`src/rtl/pad_domain_sequencer.sv`:
```
// Pad supply domain sequencer: ordered, debounced power-up of N_DOM domains,
// reverse-order power-down, pgood timeout and brown-out fault handling.
module pad_domain_sequencer #(
  parameter int N_DOM = 4,
  parameter int CNT_W = 8,
  parameter int DEB   = 3
) (
  input  logic             clock,
  input  logic             resetn,
  input  logic             start,
  input  logic             stop,
  input  logic             clr_fault,
  input  logic [CNT_W-1:0] dly,
  input  logic [CNT_W-1:0] tmo,
  input  logic [N_DOM-1:0] pgood,
  output logic [N_DOM-1:0] en,
  output logic             ready,
  output logic             busy,
  output logic             fault,
  output logic [2:0]       fault_idx
);

  localparam int         DEB_W    = $clog2(DEB + 1);
  localparam logic [2:0] LAST_IDX = 3'(N_DOM - 1);

  typedef enum logic [2:0] {
    S_IDLE,
    S_UP_PG,
    S_UP_DLY,
    S_ON,
    S_DOWN,
    S_FAULT
  } state_t;

  state_t                      state_q, state_d;
  logic [2:0]                  idx_q, idx_d;
  logic [N_DOM-1:0]            en_q, en_d;
  logic [DEB_W-1:0]            pg_cnt_q, pg_cnt_d;
  logic [CNT_W-1:0]            tmo_cnt_q, tmo_cnt_d;
  logic [CNT_W-1:0]            dly_cnt_q, dly_cnt_d;
  logic [N_DOM-1:0][DEB_W-1:0] lo_cnt_q, lo_cnt_d;
  logic [2:0]                  fault_idx_q, fault_idx_d;

  logic             pg_cur;
  logic             pg_hit;
  logic             tmo_hit;
  logic             dly_done;
  logic             on_fault;
  logic [2:0]       low_idx;
  logic [N_DOM-1:0] idx_oh;
  logic [N_DOM-1:0] idx_up_oh;
  logic [N_DOM-1:0] idx_dn_oh;

  function automatic logic [CNT_W-1:0] sat_cnt(input logic [CNT_W-1:0] v);
    return (v == '1) ? v : v + 1'b1;
  endfunction

  function automatic logic [DEB_W-1:0] sat_deb(input logic [DEB_W-1:0] v);
    return (v == '1) ? v : v + 1'b1;
  endfunction

  always_ff @(posedge clock or negedge resetn) begin
    if (!resetn) begin
      state_q     <= S_IDLE;
      idx_q       <= 3'd0;
      en_q        <= '0;
      pg_cnt_q    <= '0;
      tmo_cnt_q   <= '0;
      dly_cnt_q   <= '0;
      lo_cnt_q    <= '0;
      fault_idx_q <= 3'd0;
    end else begin
      state_q     <= state_d;
      idx_q       <= idx_d;
      en_q        <= en_d;
      pg_cnt_q    <= pg_cnt_d;
      tmo_cnt_q   <= tmo_cnt_d;
      dly_cnt_q   <= dly_cnt_d;
      lo_cnt_q    <= lo_cnt_d;
      fault_idx_q <= fault_idx_d;
    end
  end

  // Decoded domain selects and the qualified events the FSM reacts to.
  always_comb begin
    idx_oh    = '0;
    idx_up_oh = '0;
    idx_dn_oh = '0;
    for (int j = 0; j < N_DOM; j++) begin
      idx_oh[j]    = (3'(j) == idx_q);
      idx_up_oh[j] = (3'(j) == 3'(idx_q + 3'd1));
      idx_dn_oh[j] = (3'(j) == 3'(idx_q - 3'd1));
    end
    pg_cur   = |(pgood & idx_oh);
    pg_hit   = pg_cur && (int'(pg_cnt_q) + 1 >= DEB);
    tmo_hit  = (tmo != '0) && (int'(tmo_cnt_q) + 1 >= int'(tmo));
    dly_done = (dly_cnt_q == dly);
    on_fault = 1'b0;
    low_idx  = 3'd0;
    // Scanning downward leaves the lowest failing domain in low_idx.
    for (int j = N_DOM - 1; j >= 0; j--) begin
      if (!pgood[j] && (int'(lo_cnt_q[j]) + 1 >= DEB)) begin
        on_fault = 1'b1;
        low_idx  = 3'(j);
      end
    end
  end

  always_comb begin
    state_d = state_q;
    case (state_q)
      S_IDLE: begin
        if (start && !stop) state_d = S_UP_PG;
      end
      S_UP_PG: begin
        if (tmo_hit && !pg_hit) state_d = S_FAULT;
        else if (stop)          state_d = S_DOWN;
        else if (pg_hit)        state_d = S_UP_DLY;
      end
      S_UP_DLY: begin
        if (stop)          state_d = S_DOWN;
        else if (dly_done) state_d = (idx_q == LAST_IDX) ? S_ON : S_UP_PG;
      end
      S_ON: begin
        if (on_fault)  state_d = S_FAULT;
        else if (stop) state_d = S_DOWN;
      end
      S_DOWN: begin
        if (dly_done && (idx_q == 3'd0)) state_d = S_IDLE;
      end
      S_FAULT: begin
        if (clr_fault) state_d = S_IDLE;
      end
      default: state_d = S_IDLE;
    endcase
  end

  // Enables, domain index and counters follow the chosen transition.
  always_comb begin
    idx_d       = idx_q;
    en_d        = en_q;
    pg_cnt_d    = pg_cnt_q;
    tmo_cnt_d   = tmo_cnt_q;
    dly_cnt_d   = dly_cnt_q;
    lo_cnt_d    = lo_cnt_q;
    fault_idx_d = fault_idx_q;
    case (state_q)
      S_IDLE: begin
        en_d  = '0;
        idx_d = 3'd0;
        if (state_d == S_UP_PG) begin
          en_d      = N_DOM'(1);
          pg_cnt_d  = '0;
          tmo_cnt_d = '0;
        end
      end
      S_UP_PG: begin
        if (state_d == S_FAULT) begin
          fault_idx_d = idx_q;
          en_d        = '0;
        end else if (state_d == S_DOWN) begin
          en_d      = en_q & ~idx_oh;
          dly_cnt_d = '0;
        end else if (state_d == S_UP_DLY) begin
          dly_cnt_d = '0;
        end else begin
          pg_cnt_d  = pg_cur ? sat_deb(pg_cnt_q) : '0;
          tmo_cnt_d = sat_cnt(tmo_cnt_q);
        end
      end
      S_UP_DLY: begin
        if (state_d == S_DOWN) begin
          en_d      = en_q & ~idx_oh;
          dly_cnt_d = '0;
        end else if (state_d == S_UP_PG) begin
          idx_d     = idx_q + 3'd1;
          en_d      = en_q | idx_up_oh;
          pg_cnt_d  = '0;
          tmo_cnt_d = '0;
        end else if (state_d == S_ON) begin
          lo_cnt_d = '0;
        end else begin
          dly_cnt_d = sat_cnt(dly_cnt_q);
        end
      end
      S_ON: begin
        if (state_d == S_FAULT) begin
          fault_idx_d = low_idx;
          en_d        = '0;
        end else if (state_d == S_DOWN) begin
          idx_d           = LAST_IDX;
          en_d[N_DOM-1]   = 1'b0;
          dly_cnt_d       = '0;
        end else begin
          for (int j = 0; j < N_DOM; j++) begin
            lo_cnt_d[j] = pgood[j] ? '0 : sat_deb(lo_cnt_q[j]);
          end
        end
      end
      S_DOWN: begin
        if (!dly_done) begin
          dly_cnt_d = sat_cnt(dly_cnt_q);
        end else if (state_d == S_DOWN) begin
          idx_d     = idx_q - 3'd1;
          en_d      = en_q & ~idx_dn_oh;
          dly_cnt_d = '0;
        end
      end
      S_FAULT: begin
        en_d = '0;
        if (clr_fault) begin
          fault_idx_d = 3'd0;
          idx_d       = 3'd0;
        end
      end
      default: begin
        en_d  = '0;
        idx_d = 3'd0;
      end
    endcase
  end

  always_comb begin
    en        = en_q;
    ready     = (state_q == S_ON);
    busy      = (state_q == S_UP_PG) || (state_q == S_UP_DLY) || (state_q == S_DOWN);
    fault     = (state_q == S_FAULT);
    fault_idx = fault_idx_q;
  end

endmodule

```
`config.mk`:
```
export PLATFORM = sky130hd
export DESIGN_NAME = pad_domain_sequencer
export DESIGN_NICKNAME = d
export VERILOG_FILES = /design/src/rtl/pad_domain_sequencer.sv
export SDC_FILE = /design/constraint.sdc
export NUM_CORES = 1
export LEC_CHECK = 0
export CAP_MARGIN = 20
export CORE_MARGIN = 4
export CORE_UTILIZATION = 51
export CTS_CLUSTER_DIAMETER = 150
export CTS_CLUSTER_SIZE = 30
export DETAILED_ROUTE_END_ITERATION = 12
export GPL_TIMING_DRIVEN = 0
export PLACE_DENSITY = 0.81
export SLEW_MARGIN = 20
export SYNTH_ARGS = -nofsm -noshare
export SYNTH_HDL_FRONTEND = slang
export SYNTH_SLANG_ARGS = --single-unit
```
`constraint.sdc`:
```
create_clock -name clock -period 4.1 [get_ports clock]
set_input_delay 1.025 -clock clock [delete_from_list [all_inputs] [get_ports clock]]
set_output_delay 1.025 -clock clock [all_outputs]
set_load 0.02 [all_outputs]
```
Word-level counts from Yosys, hierarchy flattened
Cells that the tools add are included.

word-level totals
  latch bits = 0
  memory bits (writable) = 0
  bits in read-only memories = 0
  input bits = 25
  memories = 0
  register bits = 39
  logic and storage cells = 215
  output and inout bits = 10

cells by class
  multiplexer cells = 82
  equality and inequality tests = 55
  reduce and logical (&&, ||, !) cells = 38
  $mul = 0
  div/mod/pow operators = 0
  magnitude comparators = 6
  bitwise operators = 7
  add/sub/neg operators = 15
  shift-type cells = 0

operator list
  cell                                                                count
  2-to-1 mux 8 bit                                                    21
  2-to-1 mux 3 bit                                                    23
  2-to-1 mux 2 bit                                                    17
  one-hot mux 8 bit (4 select lines)                                  1
  inequality test 3 bit (second input constant)                       10
  inequality test 2 bit (second input constant)                       14
  AND reduction 7 bit                                                 4
  2-to-1 mux 4 bit                                                    6
  one-hot mux 8 bit (3 select lines)                                  1
  one-hot mux 4 bit (5 select lines)                                  1
  equality test 2 x 3 -> 1 bit (first input constant)                 6
  one-hot mux 3 bit (6 select lines)                                  1
  AND reduction 6 bit                                                 3
  adder 8 x 1 -> 8 bit (second input constant)                        2
  equality test 8 bit (second input constant)                         2
  one-hot mux 8 bit (2 select lines)                                  1
  adder 2 x 1 -> 3 bit (second input constant)                        5
  equality test 3 x 2 -> 1 bit (second input constant)                5
  greater-or-equal comparator 3 x 2 -> 1 bit (second input constant)  5
  one-hot mux 3 bit (5 select lines)                                  1
  bitwise AND 4 bit                                                   3
  equality test 3 bit (second input constant)                         4
  logical NOT 3 bit                                                   4
  adder 2 x 1 -> 2 bit (second input constant)                        5
  other kinds (27)                                                    58

Logic depth before layout (Yosys ltp)
Gate-level depths: netlist of the first run.

  depth in word-level cells = 14
  depth in mapped cells = 15
  mapped depth without buffers = 14

Worst setup path before layout of the first run
OpenSTA, ideal clock, no wires.

  kind = input-to-reg
  start point = input port tmo[0]
  end point = register idx_q[0]
  required time = 3.968 ns
  stages on the path = 9
  arrival = 3.068 ns
  path buffers = 0
  library setup time = 0.132 ns
  setup slack = 0.901 ns
  path through = ha_1 -> nand2b_1 -> a211o_1 -> o2bb2ai_1 -> o21ai_1 -> o211ai_1 -> a21o_1 -> o21ai_1 -> or3b_1

on the way
  cells in the longest elaborated chain, start to end = 8

RTL lines
  what                                                                                      line  RTL
  start: declaration                                                                        14    input logic [CNT_W-1:0] tmo,
  greater-or-equal comparator 9 x 8 -> 1 bit / nonzero test 8 bit (equally long branches)   96    tmo_hit = (tmo != '0) && (int'(tmo_cnt_q) + 1 >= int'(tmo));
  logical AND 1 bit *                                                                       96
  logical AND 1 bit *                                                                       116   if (tmo_hit && !pg_hit) state_d = S_FAULT;
  2-to-1 mux 3 bit *                                                                        116
  one-hot mux 3 bit (6 select lines) *                                                      111   case (state_q)
  equality test 3 x 1 -> 1 bit, or another cell as far along                                175   end else if (state_d == S_UP_PG) begin
  inequality test 2 bit (no line) / inequality test 2 x 1 -> 1 bit (equally long branches)  --
  AND reduction 8 bit (no line) *                                                           --
  end signal: assignment                                                                    74    idx_q <= idx_d;
  end: declaration                                                                          36    logic [2:0] idx_q, idx_d;

Mark *: on every way between the ends. The rest lies on a longest branch, timed or not.
A chain may end at the register's enable or synchronous reset.

Worst setup path after layout of the first run
  start point = input port pgood[0]
  end point = register fault_idx_q[0] (netlist: fault_idx[0])

on the way
  cells in the longest elaborated chain, start to end = 10

RTL lines
  what                                                                                      line      RTL
  start: declaration                                                                        15        input logic [N_DOM-1:0] pgood,
  bitwise AND 4 bit                                                                         94        pg_cur = |(pgood & idx_oh);
  OR reduction 4 bit                                                                        94
  logical AND 1 bit                                                                         95        pg_hit = pg_cur && (int'(pg_cnt_q) + 1 >= DEB);
  2-to-1 mux 3 bit / logical NOT 1 bit (equally long branches)                              118, 116
  2-to-1 mux 3 bit / logical AND 1 bit (equally long branches)                              117, 116
  2-to-1 mux 3 bit                                                                          116
  one-hot mux 3 bit (6 select lines)                                                        111
  equality test 3 bit                                                                       158, 187
  inequality test 2 bit (no line) / inequality test 2 x 1 -> 1 bit (equally long branches)  --
  AND reduction 4 bit (no line)                                                             --
  end signal: assignment                                                                    80        fault_idx_q <= fault_idx_d;
  end: declaration                                                                          42        logic [2:0] fault_idx_q, fault_idx_d;

Several ways; a longest one is shown, not always the timed one. The select of a mux whose other input is x is not followed.

==> qor.yml, run 1 <==
timing:
  timing.final.hold_violations: 0
  clock_skew_after_layout_ns: 0.00961
  slew_headroom_pct: 62.2
  final_min_period_over_clock_period_pct: 92.0
  timing.final.crit_period_ns: 3.77
  setup-violations-final: 0
  setup_repair_after_global_routing_missed_its_margin: "no"
  slew_viol_final: 0
  max_freq_mhz: 265
  tightestPinTransition_ns: 0.563
  worst_hold_slack_ns: 0.514
floorplan:
  boundary_pin_count: 35
  fp.dieArea_um2: 7880
  floorplan.rows: 29
  initial_utilization_pct: 52.4
  core-area_um2: 6350
  die_w_um: 88.8
  die-height_um: 88.8
routing:
  antenna_left: 0
  dr.pass1.iters: 5
  detail_route.wl_per_cell_um: 17.6
  via_count: 3175
  detail_route.iter0.violations: 243
  via_per_inst: 6.41
  drc: 0
  route.final.wire_length_um: 8730
hold_path:
  min_delay_path_depth: 1
  worst_hold_path_type: "reg -> reg"
cts:
  cts.clk_slew.worst_paths_ns: 0.09
  clock-sinks: 39
  numCtsBuffers: 5
  cts.hold.buffers_added: 0
  h_tree_lvl_count: 2
  cts_root_buffer: "clkbuf_8"
  post_cts.repair.setup_buffers: 0
  tritoncts: "built"
  clock_tree.buffer_depth: 2
  insertion_delay_ns: 0.30
synthesis:
  synth.top_cells.by_area: "dfrtp_1, ha_1, xnor2_1"
  synth_async_sr_flop_share_pct: 100
  post_synth_inst_count: 376
  synthesis.area_per_instance_um2: 8.85
  synthesis.area_um2: 3330
  synth_edf_count: 0
  synth_warnings: 0
  post_synth_net_total: 427
  yosys.cell_count.top_type: "dfrtp_1"
  yosys_register_bits: 39
  synth.top_cells.by_count: "dfrtp_1, nor2_1, ha_1"
  leading_register_cell_type_out_of_synthesis: "dfrtp_1"
  synth_top_area_share_pct: 29.3
  synth_largest_area_cell: "dfrtp_1"
  yosysSeqAreaShare_pct: 29.3
  post_synth_num_cell_types: 71
layout:
  area_growth_pct: 17.0
  layout_cells_sized_above_1_pct: 11.5
  final-instance-count-excl-fill: 495
  antenna_cells: 0
  nets: 468
power_and_ir_drop:
  static-leakage-power_nw: 1.76
  totalPowerFinal_w: 0.00140
  ir_drop_mv: 0.428
  power.density_nw_per_um2: 358
setup_path:
  crit_cells: 9
  critical_path.endpoint_type: "flip-flop"
  crit_path_max_incr_delay_ns: 0.48
  critical_path_data_required_time_ns: 4.29
  worst_path_max_delay_cell: "clkdlybuf4s50_1"
  path_cells: "clkdlybuf4s50_1 > a222oi_1 > o211ai_1 > a31oi_1 > o21ai_2 > a22oi_1 > o21bai_1 > a211oi_2 > mux2_2"
  worst-path-buf-inv: 1
  largest_delay_contributor_family_on_the_critical_path: "compound AO/OA/AOI/OAI gates"
  criticalPathCategory: "in -> reg"
  critPathArrivalTime_ns: 3.96
  startpoint_type: "input port"
  worst-r2r-cell-count: 14
  crit_path_max_fanout: 7
global_route:
  grt_start_max_net_pins: 22
  global_route_wire_length_before_repair_um: 14300
  grt_remaining_overflow: 0
  groute.usage.overall_pct: 22.7
  grt_pass1_vias: 3038
  initial_antenna_violation_count: 0
place:
  dp.final_hpwl_um: 6650
  placed_cells_incl_taps: 487
  routabilityCongestion: 0.983
  numPortBuffers: 33
outcome:
  outcome: "finished, final reports clean"
job:
  timing.max_cap.violations: 0
## cell type report
type	count	area, um^2
Multi-Input combinational cell	297	2190
Inverter	26	97.6
Clock buffer	5	68.8
Fill cell	536	2460
Tap cell	77	96.3
Buffer	14	72.6
Clock inverter	3	43.8
Sequential cell	39	976
Timing Repair Buffer	34	353
## registers in the layout, indices dropped and copies added (netlist names)
register and flops:
fault_idx 3, pg_cnt_q 2, state_q 3, idx_q 3, en 4, dly_cnt_q 8, tmo_cnt_q 8, lo_cnt_q 8
## cells by family (layout without fill, tap and decap cells)
group	count (synthesis)	after routing	synth area share, %
fa+ha+maj	26	26	9.77
buf+inv	40	82	5.11
xor+xnor	17	17	4.47
flops	39	39	29.3
mux	7	7	2.29
compound gates	122	122	28.2
simple gates	125	125	20.8
## path summary, 6_finish.rpt
kind	from	to	slack [ns]
worst max-delay path	pgood[0]	fault_idx[0]	0.33
worst min-delay path	fault_idx[2]	fault_idx[2]	0.51
worst max register to register	tmo_cnt_q[2]	fault_idx[0]	0.40
worst min register to register	fault_idx[2]	fault_idx[2]	0.51
max in group asynchronous	resetn	dly_cnt_q[2]	2.92
min in group asynchronous	resetn	lo_cnt_q[0]	0.69
## worst register-to-register path, cell delays in order, from the launching register on
cell and delay, ns:
dfrtp_1 0.33, clkbuf_1 0.28, nand3_1 0.12, nor2_1 0.16, and3_1 0.20, xor2_1 0.24, ha_1 0.20, nand3_1 0.11
nor2_1 0.13, o2bb2ai_1 0.21, o21ai_0 0.23, a22oi_1 0.53, o21bai_1 0.15, a211oi_2 0.33, mux2_2 0.37
## cells in the final DEF (no fill, tap or decap), types with 3 or more instances in the layout
cell / instances
dfrtp_1: 39
clkdlybuf4s50_1: 32
nor2_1: 29
ha_1: 26
inv_1: 25
a21oi_1: 22
nand2_1: 21
nand3_1: 15
o21ai_0: 14
xnor2_1: 13
a31oi_1: 12
clkbuf_1: 10
and3_1: 8
nor3_1: 8
a22o_1: 8
nand2b_1: 7
a21o_1: 6
o211ai_1: 5
nor4_1: 5
mux2_2: 5
o22ai_1: 5
a221o_1: 5
clkbuf_8: 5
xor2_1: 4
nand4_1: 4
o41ai_1: 4
nor2b_1: 3
o21bai_1: 3
o21a_1: 3
and2_2: 3
a2111oi_0: 3
o211a_1: 3
or2_2: 3
a21oi_2: 3
a32o_1: 3
## where the power goes
part,internal (W),switching (W)
combinational,0.000248,0.000277
clock,0.000181,0.000154
sequential,0.000448,0.0000876
## through the flow
stage               utilization, %  area (um^2)  worst slack [ns]  TNS [ns]
floorplan                        -         3330             0.901         0
finish                        61.3         3890             0.327         0
global route                  61.3         3890            0.0763         0
detailed placement            59.5         3780           -0.0379    -0.141
global placement              59.1         3750           -0.0478    -0.189
CTS                           61.3         3890             0.268         0
## timing repair
item | in CTS | in global routing
endpoints found under the setup margin | 0 | 4
resized for setup | 0 | 1
endpoints found under the hold margin | 0 | 0
## layer usage
layer	part of all wire, %	vias up	track usage [%]
met1	43	1531	28.8
met3	7.1	24	4.00
li1	-	1483	-
met5	0	-	0
met4	3.0	0	9.34
met2	47	137	38.1
No activity file was read; power rests on OpenSTA's default activity.
==> inputs of run 2 (changes only) <==
--- a/config.mk
+++ b/config.mk
@@ -8,7 +8,7 @@
 export CAP_MARGIN = 20
 export CORE_MARGIN = 4
 export CORE_UTILIZATION = 51
-export CTS_CLUSTER_DIAMETER = 150
+export CTS_CLUSTER_DIAMETER = 40
 export CTS_CLUSTER_SIZE = 30
 export DETAILED_ROUTE_END_ITERATION = 12
 export GPL_TIMING_DRIVEN = 0
==> results of run 2 <==
Same layout as run 1: the final DEF is identical, and so are final timing and power.
==> inputs of run 3 (changes only) <==
--- a/config.mk
+++ b/config.mk
@@ -6,7 +6,7 @@
 export NUM_CORES = 1
 export LEC_CHECK = 0
 export CAP_MARGIN = 20
-export CORE_MARGIN = 4
+export CORE_MARGIN = 2
 export CORE_UTILIZATION = 51
 export CTS_CLUSTER_DIAMETER = 40
 export CTS_CLUSTER_SIZE = 30
==> run 3 against run 2 <==
Effect of this change: hold slack got worse by 0.0030 ns; total power rose by 0.53%; flip-flop and latch count did not move; critical path type unchanged; largest cell class unchanged; largest power group unchanged.
==> qor.yml, run 3 (synthesized netlist as in run 1, its figures left out) <==
routing:
  via_per_inst: 6.26  # -2.4%
  dr.pass1.iters: 5  # unchanged
  via_count: 3098  # -2.4%
  detail_route.iter0.violations: 249  # +2.5%
  detail_route.wl_per_cell_um: 16.7  # -5.2%
  route.final.wire_length_um: 8270  # -5.2%
  drc: 0  # unchanged
  antenna_left: 0  # unchanged
cts:
  numCtsBuffers: 5  # unchanged
  cts.clk_slew.worst_paths_ns: 0.09  # about the same
  post_cts.repair.setup_buffers: 0  # unchanged
  tritoncts: "built"
  cts_root_buffer: "clkbuf_8"
  clock_tree.buffer_depth: 2  # unchanged
  h_tree_lvl_count: 2  # unchanged
  insertion_delay_ns: 0.30  # about the same
  cts_resized: 0  # unchanged
  clock-sinks: 39  # unchanged
  cts.hold.buffers_added: 0  # unchanged
setup_path:
  critPathArrivalTime_ns: 4.08  # +0.12 ns
  crit_path_max_fanout: 7  # unchanged
  crit_start: "tmo[0]"
  critical_path.endpoint_type: "flip-flop"
  critical_path_data_required_time_ns: 4.29  # about the same
  r2r_start: "tmo_cnt_q[2]"
  criticalPathCategory: "in -> reg"
  startpoint_type: "input port"
layout:
  nets: 468  # unchanged
  fillerInstances: 555  # +3.5%
  largest_regs: "dly_cnt_q (8), lo_cnt_q (8), tmo_cnt_q (8)"
  area_growth_pct: 17.0  # about the same
  layout.cells.most_common_list: "dfrtp_1, clkdlybuf4s50_1, nor2_1"
  sequential_cell_area_um2: 976  # unchanged
  multi_input_area_um2: 2180  # -0.17%
  antenna_cells: 0  # unchanged
  final-instance-count-excl-fill: 495  # unchanged
  layout_cells_sized_above_1_pct: 11.2  # -0.24 points
  layout.cells.most_common: "dfrtp_1"
global_route:
  initial_antenna_violation_count: 0  # unchanged
  grt_pass1_vias: 2959  # -2.6%
  groute.usage.overall_pct: 23.4  # +0.61 points
  grt_start_max_net_pins: 24  # +9.1%
  grt_remaining_overflow: 0  # unchanged
  global_route_wire_length_before_repair_um: 13800  # -3.4%
floorplan:
  floorplan.rows: 29  # unchanged
  core-area_um2: 6310  # -0.57%
  die_w_um: 84.8  # -4.5%
  initial_utilization_pct: 52.7  # +0.30 points
  boundary_pin_count: 35  # unchanged
  die-height_um: 84.8  # -4.5%
  fp.dieArea_um2: 7190  # -8.8%
timing:
  timing.final.crit_period_ns: 3.89  # +0.121 ns
  setup-violations-final: 0  # unchanged
  tightestPinTransition_ns: 0.638  # +0.0747 ns
  setup_repair_after_global_routing_missed_its_margin: "no"
  max_freq_mhz: 257  # -3.1%
  setup-tns-final_ns: 0  # unchanged
  slew_headroom_pct: 57.2  # -5.0 points
  slew_viol_final: 0  # unchanged
  final.setup.worst_slack_ns: 0.206  # -0.121 ns
  final_min_period_over_clock_period_pct: 95.0  # +2.9 points
  clock_skew_after_layout_ns: 0.0117  # +0.00210 ns
  timing.final.hold_violations: 0  # unchanged
place:
  post-place-ws_ns: -0.0266  # +0.0113 ns
  routabilityCongestion: 0.982  # -0.12%
  dp.final_hpwl_um: 6320  # -5.0%
  placed_cells_incl_taps: 487  # unchanged
  numPortBuffers: 33  # unchanged
hold_path:
  hold_start: "fault_idx[2]"
  worst_hold_path_type: "reg -> reg"
power_and_ir_drop:
  totalPowerFinal_w: 0.00140  # +0.53%
  static-leakage-power_nw: 1.76  # -0.19%
  ir_drop_mv: 0.250  # -41%
  power.density_nw_per_um2: 360  # +0.56%
outcome:
  outcome: "finished, final reports clean"
job:
  timing.max_cap.violations: 0  # unchanged
[run 3: final cells by class]
cell class / instances / area share (%)
Inverter: 26 / 2.51
Multi-Input combinational cell: 297 / 56.1
Clock buffer: 5 / 1.77
Timing Repair Buffer: 34 / 9.06
Buffer: 14 / 1.86
Tap cell: 77 / 2.48
Sequential cell: 39 / 25.1
Clock inverter: 3 / 1.19
[run 3: final timing paths]
path | end | slack (ns) | depth (start not counted)
max reg2reg | dly_cnt_q[6] | 0.34 | 13
min reg2reg | fault_idx[2] | 0.51 | 1
max in group asynchronous | dly_cnt_q[4] | 2.97 | 2
min in group asynchronous | lo_cnt_q[0] | 0.66 | 1
min | fault_idx[2] | 0.51 | 1
max | dly_cnt_q[6] | 0.21 | 10
[run 3: worst max-delay path, stage by stage]
cell and delay, ns:
clkdlybuf4s50_1 0.44, ha_1 0.29, nand2b_1 0.15, a211o_1 0.29, o2bb2ai_1 0.18, o21ai_1 0.49, o211ai_1 0.29, a21oi_2 0.33
nand3_2 0.19, a221o_1 0.39
[run 3: layer usage]
| layer | GRT usage, % | vias up | routed length [um] |
|---|---|---|---|
| met3 | 2.95 | 13 | 426 |
| met4 | 6.93 | 0 | 142 |
| met5 | 0 | - | 0 |
| met2 | 39.7 | 94 | 3970 |
| met1 | 31.2 | 1505 | 3730 |
| li1 | - | 1486 | - |
[run 3: per-stage QoR]
stage	area (um^2)	hold WS (ns)	util, %
floorplan	3330	0.473	-
global placement	3750	0.486	59.5
detailed placement	3780	0.496	59.8
CTS	3890	0.517	61.7
global route	3890	0.532	61.7
finish	3890	0.511	61.7
[run 3: power by group]
| group | switching [W] | internal (W) | total [W] |
|---|---|---|---|
| Combinational | 0.000276 | 0.000249 | 0.000524 |
| Sequential | 0.0000855 | 0.000448 | 0.000533 |
| Clock | 0.000162 | 0.000184 | 0.000345 |
